$ cat src/rtl/vga_timing_pkg.sv
// Timing constants and shared types for the 800x600 @ 72 Hz scanner.
// Horizontal and vertical limits are inclusive counter values.
package vga_timing_pkg;

  localparam int unsigned COORD_W = 12;
  localparam int unsigned COLOR_W = 12;

  typedef logic [COORD_W-1:0] coord_t;
  typedef logic [COLOR_W-1:0] color_t;

  // Horizontal: visible 0..799, porch 800..855, sync 856..975, porch 976..1039.
  localparam coord_t H_VISIBLE    = 12'd800;
  localparam coord_t H_SYNC_START = 12'd856;
  localparam coord_t H_SYNC_END   = 12'd975;
  localparam coord_t H_TOTAL      = 12'd1040;
  localparam coord_t H_LAST       = H_TOTAL - 12'd1;

  // Vertical: visible 0..599, porch 600..636, sync 637..642, porch 643..665.
  localparam coord_t V_VISIBLE    = 12'd600;
  localparam coord_t V_SYNC_START = 12'd637;
  localparam coord_t V_SYNC_END   = 12'd642;
  localparam coord_t V_TOTAL      = 12'd666;
  localparam coord_t V_LAST       = V_TOTAL - 12'd1;

  function automatic logic in_range(coord_t c, coord_t lo, coord_t hi);
    return (c >= lo) && (c <= hi);
  endfunction

endpackage

$ cat src/rtl/scan_counter.sv
// Horizontal/vertical raster counters with wrap and the pre-frame reset preload.
// Exposes current and next-state positions so outputs can be registered in step.
module scan_counter
  import vga_timing_pkg::*;
(
  input  logic   clk,
  input  logic   reset,
  input  logic   advance,
  output coord_t h,
  output coord_t v,
  output coord_t h_next,
  output coord_t v_next,
  output logic   visible,
  output logic   visible_next
);

  always_comb begin
    h_next = (h == H_LAST) ? '0 : h + 12'd1;
    v_next = v;
    if (h == H_LAST) begin
      v_next = (v == V_LAST) ? '0 : v + 12'd1;
    end
  end

  assign visible      = (h < H_VISIBLE) && (v < V_VISIBLE);
  assign visible_next = (h_next < H_VISIBLE) && (v_next < V_VISIBLE);

  // Preload the last position so the first advance lands on (0,0).
  always_ff @(posedge clk) begin
    if (reset) begin
      h <= H_LAST;
      v <= V_LAST;
    end else if (advance) begin
      h <= h_next;
      v <= v_next;
    end
  end

endmodule

$ cat src/rtl/vga_scanner.sv
// VGA 800x600 @ 72 Hz scanner: queries pixel responders one pixel ahead and
// registers colour and syncs on every second clk.
module vga_scanner
  import vga_timing_pkg::*;
#(
  parameter color_t FG_COLOR = 12'hFFF,
  parameter color_t BG_COLOR = 12'h000
) (
  input  logic   clk,
  input  logic   reset,
  input  logic   isFilled,
  output coord_t x_p,
  output coord_t y_p,
  output color_t rgb,
  output logic   hsync,
  output logic   vsync,
  output logic   pix_en,
  output logic   frame_start
);

  logic   phase;
  coord_t h, v, h_next, v_next;
  logic   visible, visible_next;

  always_ff @(posedge clk) begin
    if (reset) begin
      phase <= 1'b0;
    end else begin
      phase <= ~phase;
    end
  end

  assign pix_en = phase;

  scan_counter u_scan (
    .clk          (clk),
    .reset        (reset),
    .advance      (phase),
    .h            (h),
    .v            (v),
    .h_next       (h_next),
    .v_next       (v_next),
    .visible      (visible),
    .visible_next (visible_next)
  );

  // Blanking parks the query on the last visible column so the responder's
  // "next pixel" lands on the first pixel of the upcoming visible line.
  assign x_p = visible ? h : (H_VISIBLE - 12'd1);
  assign y_p = (v < V_VISIBLE) ? v : (V_VISIBLE - 12'd1);

  always_ff @(posedge clk) begin
    if (reset) begin
      rgb         <= '0;
      hsync       <= 1'b0;
      vsync       <= 1'b0;
      frame_start <= 1'b0;
    end else begin
      frame_start <= 1'b0;
      if (phase) begin
        rgb         <= visible_next ? (isFilled ? FG_COLOR : BG_COLOR) : '0;
        hsync       <= in_range(h_next, H_SYNC_START, H_SYNC_END);
        vsync       <= in_range(v_next, V_SYNC_START, V_SYNC_END);
        frame_start <= (h_next == '0) && (v_next == '0);
      end
    end
  end

endmodule
$ cat config.mk
export PLATFORM = sky130hd
export DESIGN_NAME = vga_scanner
export DESIGN_NICKNAME = d
export VERILOG_FILES = /design/src/rtl/vga_timing_pkg.sv /design/src/rtl/scan_counter.sv /design/src/rtl/vga_scanner.sv
export SDC_FILE = /design/constraint.sdc
export NUM_CORES = 1
export LEC_CHECK = 0
export ABC_AREA = 0
export BUFFER_PORTS_ARGS = -buffer_cell sky130_fd_sc_hd__buf_2
export CORE_ASPECT_RATIO = 0.5
export CORE_MARGIN = 2
export CORE_UTILIZATION = 55
export CTS_BUF_LIST = sky130_fd_sc_hd__clkbuf_4 sky130_fd_sc_hd__clkbuf_8
export CTS_CLUSTER_SIZE = 8
export DETAILED_ROUTE_END_ITERATION = 8
export PLACE_DENSITY = 0.75
export SYNTH_ARGS = -nofsm -noshare
export SYNTH_HDL_FRONTEND = slang
export SYNTH_SLANG_ARGS = --single-unit
$ cat constraint.sdc
create_clock -name clk -period 2.6 [get_ports clk]
set_input_delay 0.39 -clock clk [delete_from_list [all_inputs] [get_ports clk]]
set_output_delay 0.39 -clock clk [all_outputs]
set_load 0.05 [all_outputs]
==> run summary <==
Via Count - 2759
Area Growth Syn to Fin - 13.7%
endpoints failing hold - 0
initial core utilization - 57.4%
Post-Syn Instances - 345
Final Skew - 7.42 ps
Hold Slack - 449 ps
Placer Congestion - 0.930
hold-fix buffer count after cts - 0
Final Critical Period - 2480 ps
clk root buf - clkbuf_8
status - complete, no violations
Final WS setup - 118 ps
critical path startpoint category - flop
P_leak - 1.09 nW
worst hold path type - in2reg
die area - 5190 µm²
Final setup viols - 0
clk buf depth - 2
CTS tree - yes
Routed WL - 7270 µm
dpl ws - 124 ps
vias in the first global route - 2284
die width - 99.9 µm
Yosys Warn Count - 0
worst skew pair latency - 300 ps
Slew headroom - 61.6%
Detailed Route Iter0 Violations - 259
layout cell share with drive strength beyond 1 - 23.7%
Yosys reg bits - 29
Overflow after GRT - 0
total CTS buffers - 5
Netlist cell types - 67
Die Ht - 51.9 µm
syn avg cell area - 7.33 µm²
Max Cap Viol - 0
Worst Path Max Fanout - 10
IO Port Bufs - 38
core area - 4400 µm²
Top Ports - 43
clk sinks - 29
P per Cell Area - 588 nW/µm²
first-pass GRT wire length - 11100 µm
wire per inst - 16.9 µm
worst vdd ir - 345 µV
Post-Syn Area - 2530 µm²
Worst-Margin Slew - 570 ps
htree depth - 2
Max stage delay on crit path - 480 ps
max-slew violation count - 0
Arr. time, crit path - 2680 ps
detailed placement HPWL - 4920 µm
Seq/Total Area, Yosys - 23.0%
DRT Pass-1 Iters - 6
Fmax achieved - 403 MHz
antenna cells - 0
total design power - 1.69 mW
Rows - 17
Setup CP Type - reg2reg
initial antenna violation count - 0
CP cell instances - nor2b_1, and4_4, o21ai_0, a222oi_1, nand2_1, o41ai_2
slowest stage cell, crit path - dfxtp_1
DRC - 0
Synth Flop Type - dfxtp_1
CP Capture Type - flop
ANT nets after route - 0
nets@finish - 378
largest net degree at the start of global routing - 21
GRT Util Overall - 27.7%
Async S/R FF share, synth - 0%
DR vias/cell - 6.43
WP data required - 2800 ps
EDFF count, synth - 0
CTS clock-pin slew for the worst setup and hold paths - 70 ps
fin crit share - 95.5%
-- registers in the layout, summed over array words and instances (netlist names) --
signal / cells
rgb: 1
vsync: 1
u_scan.v: 12
u_scan.h: 12
hsync: 1
pix_en: 1
frame_start: 1
-- what timing repair did --
item / in CTS / in global routing
pin swaps: 0 / 1
endpoints found under the setup margin: 3 / 5
buffers inserted: 0 / 1
gates cloned: 0 / 1
gates resized for setup: 1 / 11
-- through the flow --
| step | instances | util, % | TNS [ps] | instance area [µm²] |
|---|---|---|---|---|
| floorplan | 348 | - | 0 | 2540 |
| global placement | 419 | 61.2 | 0 | 2690 |
| detailed placement | 419 | 61.2 | 0 | 2690 |
| CTS | 427 | 64.1 | 0 | 2820 |
| global route | 429 | 65.2 | -19.4 | 2870 |
| finish | 429 | 65.2 | 0 | 2870 |
-- power by group --
group	internal [mW]	total, mW	switching, mW
Combinational	0.219	0.676	0.457
Clock	0.311	0.509	0.197
Sequential	0.468	0.503	0.0353
-- logic make-up (layout without fill, tap and decap cells) --
logic type | count (synthesis) | in the layout | share of synthesized area [%]
other | 1 | 4 | 0.148
XOR/XNOR | 15 | 15 | 5.20
adder cells (fa/ha/maj) | 4 | 4 | 1.98
multiplexers | 3 | 3 | 1.29
AO/OA/AOI/OAI | 82 | 82 | 23.2
flip-flops | 29 | 29 | 23.0
buffers and inverters | 57 | 80 | 12.4
AND/OR/NAND/NOR | 154 | 155 | 32.8
-- synth_stat cells, types with 3 or more instances --
library cell / n / area [µm²]
and4_1: 4 / 35.0
ha_1: 4 / 50.1
buf_6: 4 / 45.0
or3_1: 3 / 18.8
o311ai_1: 4 / 35.0
o21ai_1: 4 / 20.0
nand2b_1: 8 / 50.1
a21oi_1: 16 / 80.1
nor3_1: 11 / 55.1
a22o_1: 4 / 35.0
o211ai_1: 5 / 37.5
nand2_1: 31 / 116
or2_2: 3 / 18.8
nor2_1: 30 / 113
o21ai_0: 14 / 70.1
nor3b_1: 3 / 22.5
nand4_1: 13 / 81.3
buf_4: 17 / 128
xor2_1: 7 / 61.3
xnor2_1: 8 / 70.1
and2_1: 8 / 50.1
buf_2: 5 / 25.0
a31oi_1: 3 / 18.8
clkbuf_1: 18 / 67.6
and3_1: 5 / 31.3
nor4_1: 6 / 37.5
inv_1: 11 / 41.3
nand3_1: 16 / 80.1
dfxtp_1: 29 / 581
-- cell type report --
cell class | count | area (µm²)
multi-input cells | 263 | 1680
fillers | 387 | 1530
flip-flops and latches | 29 | 584
repair buffers | 61 | 374
clock buffers | 6 | 82.6
well taps | 57 | 71.3
inverters | 11 | 41.3
clock inverters | 2 | 37.5
-- cell usage in the layout (no fill, tap or decap), types with 3 or more instances in the layout --
master,n
nand4_1,13
dfxtp_2,3
nand2b_1,8
xnor2_1,8
dfxtp_1,26
o311ai_1,4
buf_4,22
inv_1,11
or2_2,3
buf_2,35
nor4_1,6
o21ai_0,14
o21ai_1,4
clkbuf_4,3
a21oi_1,16
and2_1,8
nor2_1,30
conb_1,4
and3_1,5
nand2_1,31
o211ai_1,5
a22o_1,4
and4_1,3
nand3_1,16
ha_1,4
or3_1,3
nor3_1,9
clkbuf_8,6
nor3b_1,3
a31oi_1,3
xor2_1,7
-- routing by layer --
layer | part of all wire, % | routed length [µm] | vias up | GRT usage [%]
li1 | - | - | 1297 | -
met1 | 43 | 3160 | 1235 | 37.0
met2 | 42 | 3030 | 200 | 41.1
met3 | 12 | 891 | 27 | 7.53
met4 | 2.6 | 189 | 0 | 14.6
met5 | 0 | 0 | - | 0
-- critical path, delay by kind of cell (launching register included) --
kind | cells | cell delay (ps)
flops | 1 | 480
simple gates | 3 | 950
compound gates | 3 | 970
-- final timing paths --
kind	start	to	slack (ps)	depth (start not counted)
max	u_scan.h[10]	rgb[10]	120	6
min	isFilled	rgb[10]	450	3
max reg2reg	u_scan.h[10]	rgb[10]	120	6
min reg2reg	hsync	hsync	460	2
(Power assumes the default switching activity.)
